**src/rtl/seg_display_scan_if.sv**
```systemverilog
// Digit inputs from the RTC counter and the multiplexed display outputs.
// Latency: n/a (wires only).
// Backpressure: none; the display is a pure sink and the digits are level inputs.
interface seg_display_scan_if;
   logic [3:0] hr1_i;
   logic [3:0] hr2_i;
   logic [3:0] min1_i;
   logic [3:0] min2_i;
   logic [6:0] seg_o;
   logic [3:0] an_o;
   logic       dp_o;

   // Master side: the clock counter driving digits and observing the display.
   modport master (
      output hr1_i, hr2_i, min1_i, min2_i,
      input  seg_o, an_o, dp_o
   );

   // Slave side: the scan driver.
   modport slave (
      input  hr1_i, hr2_i, min1_i, min2_i,
      output seg_o, an_o, dp_o
   );
endinterface

```
**src/rtl/seg_display_scan.sv**
```systemverilog
// Four-digit multiplexed common-anode 7-segment driver with blinking colon on hr2 dp.
// Latency: 1 cycle from scan/colon/shadow state to seg_o/an_o/dp_o.
// Backpressure: none; counters free-run and inputs are sampled once per frame.
module seg_display_scan #(
   parameter int SCAN_DIV   = 50000,
   parameter int GUARD      = 4,
   parameter int COLON_DIV  = 25000000,
   parameter int BLANK_LEAD = 1
) (
   input  logic               clk_i,
   input  logic               rst_i,
   seg_display_scan_if.slave  bus
);

   localparam int CNT_W  = $clog2(SCAN_DIV);
   localparam int CCNT_W = (COLON_DIV > 1) ? $clog2(COLON_DIV) : 1;

   localparam logic [CNT_W-1:0]  CNT_LAST  = CNT_W'(SCAN_DIV - 1);
   localparam logic [CNT_W-1:0]  GUARD_V   = CNT_W'(GUARD);
   localparam logic [CCNT_W-1:0] CCNT_LAST = CCNT_W'(COLON_DIV - 1);

   localparam logic [6:0] SEG_BLANK = 7'h7F;

   logic [CNT_W-1:0]  cnt_q,   cnt_d;
   logic [1:0]        slot_q,  slot_d;
   logic [CCNT_W-1:0] ccnt_q,  ccnt_d;
   logic              colon_q, colon_d;
   // Shadow digits indexed by slot: [3]=hr1, [2]=hr2, [1]=min1, [0]=min2.
   logic [3:0][3:0]   sh_q,    sh_d;
   logic [6:0]        seg_q,   seg_d;
   logic [3:0]        an_q,    an_d;
   logic              dp_q,    dp_d;

   logic              snap;
   logic              guard;
   logic [3:0]        digit;

   // Active-low {g,f,e,d,c,b,a} decode; non-BCD values blank the digit.
   function automatic logic [6:0] decode(input logic [3:0] v);
      case (v)
         4'd0:    decode = 7'h40;
         4'd1:    decode = 7'h79;
         4'd2:    decode = 7'h24;
         4'd3:    decode = 7'h30;
         4'd4:    decode = 7'h19;
         4'd5:    decode = 7'h12;
         4'd6:    decode = 7'h02;
         4'd7:    decode = 7'h78;
         4'd8:    decode = 7'h00;
         4'd9:    decode = 7'h10;
         default: decode = SEG_BLANK;
      endcase
   endfunction

   // Next-state for scan/colon counters, frame snapshot and registered outputs.
   always_comb begin
      cnt_d   = (cnt_q == CNT_LAST) ? '0 : cnt_q + 1'b1;
      slot_d  = (cnt_q == CNT_LAST) ? slot_q - 2'd1 : slot_q;
      ccnt_d  = (ccnt_q == CCNT_LAST) ? '0 : ccnt_q + 1'b1;
      colon_d = (ccnt_q == CCNT_LAST) ? ~colon_q : colon_q;

      // Snapshot at the first cycle of a frame; decode from the new shadow so
      // the captured value reaches the display on that same edge.
      snap = (cnt_q == '0) && (slot_q == 2'd3);
      sh_d = snap ? {bus.hr1_i, bus.hr2_i, bus.min1_i, bus.min2_i} : sh_q;

      guard = (cnt_q < GUARD_V);
      digit = sh_d[slot_q];

      seg_d = decode(digit);
      if ((BLANK_LEAD != 0) && (slot_q == 2'd3) && (digit == 4'd0)) begin
         seg_d = SEG_BLANK;
      end
      an_d = ~(4'b0001 << slot_q);
      dp_d = ~(colon_q && (slot_q == 2'd2));

      // Dark interval at slot start so the previous digit cannot ghost.
      if (guard) begin
         seg_d = SEG_BLANK;
         an_d  = 4'hF;
         dp_d  = 1'b1;
      end
   end

   // State and output registers; reset forces a dark display at slot 3.
   always_ff @(posedge clk_i or negedge rst_i) begin
      if (!rst_i) begin
         cnt_q   <= '0;
         slot_q  <= 2'd3;
         ccnt_q  <= '0;
         colon_q <= 1'b0;
         sh_q    <= '0;
         seg_q   <= SEG_BLANK;
         an_q    <= 4'hF;
         dp_q    <= 1'b1;
      end else begin
         cnt_q   <= cnt_d;
         slot_q  <= slot_d;
         ccnt_q  <= ccnt_d;
         colon_q <= colon_d;
         sh_q    <= sh_d;
         seg_q   <= seg_d;
         an_q    <= an_d;
         dp_q    <= dp_d;
      end
   end

   assign bus.seg_o = seg_q;
   assign bus.an_o  = an_q;
   assign bus.dp_o  = dp_q;

endmodule
```
**src/flat_wrapper.sv**
```systemverilog
// flat-port wrapper written by rule: the top's interface ports become plain ports
module seg_display_scan_flat 
#(
   parameter int SCAN_DIV   = 50000,
   parameter int GUARD      = 4,
   parameter int COLON_DIV  = 25000000,
   parameter int BLANK_LEAD = 1
)
  (clk_i, rst_i, bus_hr1_i, bus_hr2_i, bus_min1_i, bus_min2_i, bus_seg_o, bus_an_o, bus_dp_o);
  seg_display_scan_if bus_i ();
  input  logic clk_i;
  input  logic rst_i;
  input wire logic [$bits(bus_i.hr1_i)-1:0] bus_hr1_i;
  input wire logic [$bits(bus_i.hr2_i)-1:0] bus_hr2_i;
  input wire logic [$bits(bus_i.min1_i)-1:0] bus_min1_i;
  input wire logic [$bits(bus_i.min2_i)-1:0] bus_min2_i;
  output wire logic [$bits(bus_i.seg_o)-1:0] bus_seg_o;
  output wire logic [$bits(bus_i.an_o)-1:0] bus_an_o;
  output wire logic [$bits(bus_i.dp_o)-1:0] bus_dp_o;
  assign bus_i.hr1_i = bus_hr1_i;
  assign bus_i.hr2_i = bus_hr2_i;
  assign bus_i.min1_i = bus_min1_i;
  assign bus_i.min2_i = bus_min2_i;
  assign bus_seg_o = bus_i.seg_o;
  assign bus_an_o = bus_i.an_o;
  assign bus_dp_o = bus_i.dp_o;
  seg_display_scan #(.SCAN_DIV(SCAN_DIV), .GUARD(GUARD), .COLON_DIV(COLON_DIV), .BLANK_LEAD(BLANK_LEAD)) u_core (.clk_i(clk_i), .rst_i(rst_i), .bus(bus_i));
endmodule
```
**config.mk**
```make
export PLATFORM = sky130hd
export DESIGN_NAME = seg_display_scan_flat
export DESIGN_NICKNAME = d
export VERILOG_FILES = /design/src/rtl/seg_display_scan_if.sv /design/src/rtl/seg_display_scan.sv /design/src/flat_wrapper.sv
export SDC_FILE = /design/constraint.sdc
export NUM_CORES = 1
export LEC_CHECK = 0
export BUFFER_PORTS_ARGS = -buffer_cell sky130_fd_sc_hd__buf_2
export CORE_MARGIN = 2
export CORE_UTILIZATION = 35
export CTS_BUF_LIST = sky130_fd_sc_hd__clkbuf_4
export CTS_CLUSTER_DIAMETER = 200
export CTS_CLUSTER_SIZE = 8
export DETAILED_ROUTE_END_ITERATION = 7
export HOLD_SLACK_MARGIN = 0.15
export PLACE_DENSITY = 0.65
export SETUP_SLACK_MARGIN = 0.5
export SLEW_MARGIN = 20
export SYNTH_ARGS = -nofsm -noshare
export SYNTH_HDL_FRONTEND = slang
export SYNTH_SLANG_ARGS = --single-unit
```
**constraint.sdc**
```tcl
create_clock -name clk_i -period 2.8 [get_ports clk_i]
set_clock_uncertainty 0.15 [all_clocks]
set_input_delay 0.42 -clock clk_i [delete_from_list [all_inputs] [get_ports clk_i]]
set_output_delay 0.42 -clock clk_i [all_outputs]
set_load 0.03 [all_outputs]
```
==> results of run 1 <==
## cell families (layout without fill, tap and decap cells)
family / Yosys count / count (layout) / share of synthesized area (%)
compound gates: 23 / 23 / 4.241
xor+xnor: 32 / 32 / 8.119
fa+ha+maj: 12 / 12 / 4.349
buf+inv: 20 / 109 / 3.371
flops: 72 / 72 / 52.70
mux: 26 / 26 / 10.00
simple gates: 112 / 112 / 17.22
## flip-flops by register name, summed over array words and instances, names as in the netlist
register,flops
u_core.bus.an_o,4
u_core.bus.dp_o,1
u_core.bus.seg_o,7
u_core.ccnt_q,25
u_core.cnt_q,16
u_core.colon_q,1
u_core.sh_q,16
u_core.slot_q,2
## layer usage
metal | part of all wire, % | track usage, % | vias up
li1 | - | - | 1199
met1 | 47 | 16.40 | 1158
met2 | 48 | 20.33 | 37
met3 | 3.4 | 4.032 | 10
met4 | 1.9 | 4.251 | 0
met5 | 0 | 0 | -
## how the worst min path moves through the flow
stage                                     startpoint                    endpoint  slack, ps  cells after the start
after global routing                   bus_min1_i[1]    u_core.sh_q[5]$_DFF_PN0_        180                      4
after floorplan                                rst_i  u_core.ccnt_q[0]$_DFF_PN0_        -30                      0
after global placement    u_core.colon_q$_DFFE_PN0N_   u_core.bus.dp_o$_DFF_PN1_        290                      1
after detailed placement  u_core.colon_q$_DFFE_PN0N_   u_core.bus.dp_o$_DFF_PN1_        280                      1
after CTS                              bus_min1_i[1]    u_core.sh_q[5]$_DFF_PN0_        160                      4
final                                  bus_min1_i[1]    u_core.sh_q[5]$_DFF_PN0_        190                      4
## cells in the mapped netlist (2+ instances only)
cell / count / area [um^2]
a21oi_1: 5 / 25.02
and3_1: 9 / 56.30
and4_1: 2 / 17.52
buf_6: 2 / 22.52
clkbuf_1: 2 / 7.510
dfrtp_1: 58 / 1451
dfstp_2: 14 / 367.9
ha_1: 12 / 150.1
inv_1: 13 / 48.80
mux2_2: 11 / 123.9
mux2i_1: 9 / 90.09
mux4_1: 2 / 52.55
mux4_2: 3 / 67.56
nand2_1: 32 / 120.1
nand3_1: 10 / 50.05
nand4_1: 5 / 31.28
nor2_1: 26 / 97.59
nor2b_1: 5 / 31.28
nor3_1: 7 / 35.03
nor4_2: 2 / 25.02
o21ai_0: 10 / 50.05
o221ai_1: 5 / 43.79
or3_1: 4 / 25.02
xnor2_1: 12 / 105.1
xor2_1: 20 / 175.2
## cell type report
type                    instances  share of cell area [%]
flip-flops and latches         72                   41.49
multi-input cells             205                   36.58
clock buffers                  10                   1.711
repair buffers                 79                   13.29
clock inverters                 6                   1.939
inverters                      14                   1.198
well taps                     133                   3.792
## what timing repair did
action / 4_1_cts / 5_1_grt
endpoints found under the hold margin: 28 / 0
buffers inserted: 2 / 2
hold buffers: 15 / 0
gates resized for setup: 3 / 10
pin swaps: 2 / 0
setup endpoints to repair: 7 / 19
## power breakdown
part / internal (mW) / switching (mW) / leakage (nW)
Sequential: 1.04 / 0 / 0.927
Combinational: 0.0255 / 0.0259 / 1.08
Clock: 0.369 / 0.362 / 0.0840
## worst reg2reg max path: stages, from the launching register on
cell and delay, ps:
dfrtp_2 430, nor4_4 300, nand4_2 180, nor2_4 150, buf_12 150, buf_4 110
mux2_2 330, mux4_2 570, and3_1 200, o31ai_1 240
## layout by cell type, fill, tap and decap left out, types with 2 or more instances in the layout
| master | Yosys | routed |
|---|---|---|
| dfrtp_1 | 58 | 57 |
| o21ai_0 | 10 | 9 |
| nand2_1 | 32 | 32 |
| clkbuf_4 | 0 | 10 |
| or3_1 | 4 | 4 |
| nand4_1 | 5 | 5 |
| o221ai_1 | 5 | 5 |
| inv_2 | 0 | 2 |
| nor3_1 | 7 | 5 |
| clkinv_1 | 1 | 2 |
| buf_12 | 1 | 2 |
| nor2_1 | 26 | 26 |
| nor4_4 | 1 | 3 |
| mux4_2 | 3 | 3 |
| nor2b_1 | 5 | 5 |
| a21oi_1 | 5 | 5 |
| ha_1 | 12 | 9 |
| mux2i_1 | 9 | 9 |
| xor2_1 | 20 | 20 |
| and4_1 | 2 | 2 |
| xnor2_1 | 12 | 12 |
| inv_1 | 13 | 11 |
| mux2_2 | 11 | 7 |
| buf_2 | 0 | 29 |
| dlygate4sd3_1 | 0 | 15 |
| bufinv_16 | 0 | 2 |
| dfstp_2 | 14 | 14 |
| mux4_1 | 2 | 2 |
| ha_2 | 0 | 2 |
| buf_4 | 0 | 33 |
| and3_1 | 9 | 9 |
| nor3_2 | 0 | 2 |
| nand3_1 | 10 | 9 |
| mux2_4 | 0 | 4 |
==> results.json, run 1 <==
{
  "status": "complete, but fails checks",
  "violations": "setup timing",
  "n_fill_cell": 905,
  "placed_cells": 484,
  "synth_area_um2": 3452,
  "grt_pass1_wl_um": 10470,
  "crit_fanout": 10,
  "place.detailed.hpwl_um": 4428,
  "wl_um": 6242,
  "area_growth_syn_to_layout_pct": 27.11,
  "power_density_nw_per_um2": 415.5,
  "synth_ff_type": "dfrtp_1",
  "max_cap_violations": 0,
  "fp-row-count": 36,
  "max-slew-margin-rel_pct": 61.56,
  "start_util_pct": 35.65,
  "slowest_delay_ps": 570,
  "ys_types": 42,
  "cts_htree_levels": 3,
  "ant_nets": 0,
  "ys_seq_area_share_pct": 52.70,
  "avgSynthCellArea_um2": 11.62,
  "fp.dieW_um": 103.3,
  "dp_slack_ps": -129.0,
  "register_area_um2": 1821,
  "fin_cells": 519,
  "hold_violations": 0,
  "cts-root-buf": "clkbuf_4",
  "synth_cells": 297,
  "final_nets": 411,
  "crit_end": "u_core.bus.seg_o[4]$_DFF_PN1_",
  "wl_per_cell_um": 12.03,
  "ir_drop_uv": 190.5,
  "dpl_cell_area_um2": 3986,
  "clock_latency_ps": 430,
  "rsz0062_at_grt": "true",
  "timing.final.crit_share_pct": 103.2,
  "crit_arrival_ps": 3080,
  "reg2reg_to": "u_core.bus.seg_o[4]$_DFF_PN1_",
  "power_mw": 1.823,
  "numCtsBuffers": 9,
  "drive_gt1_share_pct": 32.90,
  "num_vias": 2404,
  "cts.sinks": 72,
  "multi_input_area_um2": 1605,
  "drtIter0Drc": 83,
  "fin_ws_ps": -89.33,
  "core_area_um2": 9684,
  "setup.worst_path.start": "u_core.cnt_q[5]$_DFF_PN0_",
  "dr.pass1.iters": 4,
  "crit_path_top_delay_cell": "mux4_2",
  "path_class": "register to register",
  "drc": 0,
  "end_kind": "register",
  "hp-class": "input port to register",
  "grt_pass1_vias": 2364,
  "cp_num_cells": 9,
  "synth_edf_count": 0,
  "slew_violations": 0,
  "die_y_um": 103.3,
  "critPathLaunchType": "register",
  "fin_util_pct": 45.31,
  "period_minus_slack_ps": 2889,
  "ff2ff_path_depth": 9,
  "antenna_found_initial": 0,
  "globalplace.congestion": 0.8092,
  "finalSetupViolations": 7,
  "cts_tree": "built",
  "numPortBuffers": 29,
  "ff2ff_setup_slack_ps": -90,
  "viasPerCell": 4.632,
  "gr-total-overflow": 0,
  "die-area_um2": 10670,
  "final_area_um2": 4388,
  "path_cells": "nor4_4, nand4_2, nor2_4, buf_12, buf_4, mux2_2, mux4_2, and3_1, o31ai_1",
  "grt_max_degree": 48,
  "grt_usage_pct": 12.70,
  "synth-seq-cells": 72,
  "leakage_nw": 2.089,
  "setup_tns_ps": -453.3,
  "synth_warnings": 0,
  "crit_family": "multiplexers",
  "antenna_cells": 0,
  "max_freq_mhz": 346.1,
  "cp.required_ps": 2990,
  "syn-num-nets": 327,
  "synthArstFlopShare_pct": 100.0,
  "io_pins": 30,
  "reg2reg_from": "u_core.cnt_q[5]$_DFF_PN0_",
  "cts_buffer_depth": 2,
  "cts.clk_slew.worst_paths_ps": 110,
  "crit_buf_inv": 2,
  "worst_hold_slack_ps": 194.6,
  "tightest_slew_ps": 576.5
}
Note: power is estimated with default switching activity, not from simulation.
==> run 2, diff against run 1 <==
--- a/config.mk
+++ b/config.mk
@@ -13,7 +13,7 @@
 export CTS_CLUSTER_SIZE = 8
 export DETAILED_ROUTE_END_ITERATION = 7
 export HOLD_SLACK_MARGIN = 0.15
-export PLACE_DENSITY = 0.65
+export PLACE_DENSITY_LB_ADDON = 0.12
 export SETUP_SLACK_MARGIN = 0.5
 export SLEW_MARGIN = 20
 export SYNTH_ARGS = -nofsm -noshare
==> run 2 against run 1 <==
  * Non-clock buffer count up 8
  * Wire length up 7.0%
  * Sequential power about the same
  * Register-to-register slack better by 30 ps
  * First-iteration DRC count down 17%
  * Critical path depth up 1
  * The flow still finishes with violations (setup timing)
  * Final cell count up 1.5%
  * Setup slack better by 29 ps
  * Global-route usage up 1.0 points
  * Core utilization up 0.59 points
==> results.json, run 2 (synthesis gave the netlist of run 1 again) <==
{
  "cts_tree": "built",
  "tightest_slew_ps": 468.6,
  "drtIter0Drc": 69,
  "p_sw_uw": 389.1,
  "io_pins": 30,
  "power_density_nw_per_um2": 431.2,
  "layout.cells.most_common": "dfrtp_1",
  "period_minus_slack_ps": 2860,
  "final_cell_mix": "57 x dfrtp_1, 36 x buf_4, 31 x nand2_1",
  "antenna_cells": 0,
  "place.detailed.hpwl_um": 4675,
  "worst_hold_slack_ps": 319.5,
  "finalSetupViolations": 5,
  "dr.pass1.iters": 4,
  "status": "complete, but fails checks",
  "slew_violations": 0,
  "crit_family": "multiplexers",
  "top_register": "u_core.ccnt_q",
  "fin_ws_ps": -59.86,
  "clock_latency_ps": 400,
  "cts_htree_levels": 3,
  "combPwrFrac_pct": 2.9,
  "max_freq_mhz": 349.7,
  "largestRegisters": "u_core.ccnt_q: 25 flops, u_core.cnt_q: 16 flops, u_core.sh_q: 16 flops",
  "path_class": "register to register",
  "antenna_found_initial": 0,
  "wl_um": 6678,
  "area_growth_syn_to_layout_pct": 28.78,
  "cp.required_ps": 2980,
  "hp-class": "register to register",
  "largest_reg_flops": 25,
  "grt_pass1_wl_um": 11290,
  "crit_arrival_ps": 3040,
  "hold_violations": 0,
  "n_fill_cell": 905,
  "fin_cells": 527,
  "cts-root-buf": "clkbuf_4",
  "ff2ff_setup_slack_ps": -60,
  "max-slew-margin-rel_pct": 68.76,
  "wl_per_cell_um": 12.67,
  "num_vias": 2404,
  "max_cap_violations": 0,
  "rsz0062_at_grt": "true",
  "gr-total-overflow": 0,
  "multi_input_area_um2": 1580,
  "ant_nets": 0,
  "fp-row-count": 36,
  "cts_buffer_depth": 2,
  "fp.dieW_um": 103.3,
  "die_y_um": 103.3,
  "crit_path_top_delay_cell": "mux4_2",
  "end_kind": "register",
  "die-area_um2": 10670,
  "register_area_um2": 1821,
  "core_area_um2": 9684,
  "numPortBuffers": 29,
  "start_util_pct": 35.65,
  "grt_usage_pct": 13.71,
  "viasPerCell": 4.562,
  "dpl_cell_area_um2": 3959,
  "final_area_um2": 4446,
  "sw_frac_of_total_pct": 20.30,
  "leakage_nw": 2.112,
  "violations": "setup timing",
  "cts.clk_slew.worst_paths_ps": 120,
  "slowest_delay_ps": 500,
  "drc": 0,
  "crit_fanout": 12,
  "internal_power_mw": 1.528,
  "timing.final.crit_share_pct": 102.1,
  "globalplace.congestion": 0.7761,
  "path_cells": "nor4_2, nand4_2, nor2_4, buf_12, mux2_4, mux4_2, buf_4, ha_1, mux2i_1, o221ai_1",
  "seq_power_share_pct": 54.3,
  "grt_max_degree": 37,
  "grt_pass1_vias": 2420,
  "numCtsBuffers": 9,
  "crit_buf_inv": 2,
  "clkPwrFrac_pct": 42.9,
  "cts.sinks": 72,
  "critPathLaunchType": "register",
  "ir_drop_uv": 264.3,
  "drive_gt1_share_pct": 32.99,
  "placed_cells": 482,
  "final_nets": 419
}
## run 2: cell types whose count changed in the layout (fill, tap and decap cells not counted), moves of 2 or more
| cell | delta |
|---|---|
| ha_2 | -2 |
| ha_1 | +2 |
| buf_6 | +2 |
| buf_4 | +3 |
| dlygate4sd3_1 | +3 |
| nor4_4 | -2 |
## run 2: power groups by stage
stage	Combinational, mW	Sequential, mW	Clock (mW)
finish	0.0548	1.04	0.821
global route	0.0631	1.04	0.904
CTS	0.0558	1.04	0.854
detailed placement	0.0378	1.06	0
global placement	0.0383	1.06	0
floorplan	0.000911	1.06	0
## run 2: path summary, 6_finish.rpt
| path | to | cells past startpoint | start |
|---|---|---|---|
| setup / recovery | u_core.bus.seg_o[0]$_DFF_PN1_ | 10 | u_core.cnt_q[8]$_DFF_PN0_ |
| hold / removal | u_core.bus.dp_o$_DFF_PN1_ | 1 | u_core.colon_q$_DFFE_PN0N_ |
| setup reg to reg | u_core.bus.seg_o[0]$_DFF_PN1_ | 10 | u_core.cnt_q[8]$_DFF_PN0_ |
| hold reg to reg | u_core.bus.dp_o$_DFF_PN1_ | 1 | u_core.colon_q$_DFFE_PN0N_ |
| max in group asynchronous | u_core.cnt_q[5]$_DFF_PN0_ | 4 | rst_i |
| min in group asynchronous | u_core.ccnt_q[22]$_DFF_PN0_ | 3 | rst_i |
## run 2: per-stage QoR
step	setup slack (ps)	utilization [%]	TNS [ps]	power, mW
6_report	-59.86	45.90	-271.7	1.917
4_1_cts	-61.44	44.68	-283.3	1.951
3_5_place_dp	-74.45	40.88	-337.0	1.098
5_1_grt	-214.4	45.90	-1119	2.008
2_1_floorplan	-58.94	-	-299.3	1.061
3_3_place_gp	-37.79	40.88	-166.9	1.098
## run 2: cell type report
cell class	count	share of cell area [%]
Sequential cell	72	40.95
Multi-Input combinational cell	205	35.55
Timing Repair Buffer	87	14.47
Tap cell	133	3.743
Clock inverter	6	2.420
Clock buffer	10	1.689
Inverter	14	1.182
## run 2: what timing repair did
item	4_1_cts	5_1_grt
pin swaps	3	0
hold buffers	17	1
setup endpoints to repair	7	11
buffers inserted	2	8
hold endpoints to repair	74	2
cloned	0	1
resized for setup	1	10
## run 2: layer usage
layer	up-vias	routed length (um)	track usage, %
met5	-	0	0
met4	0	116	5.162
met3	12	210	4.099
met2	32	3109	21.08
met1	1154	3241	18.39
li1	1206	-	-
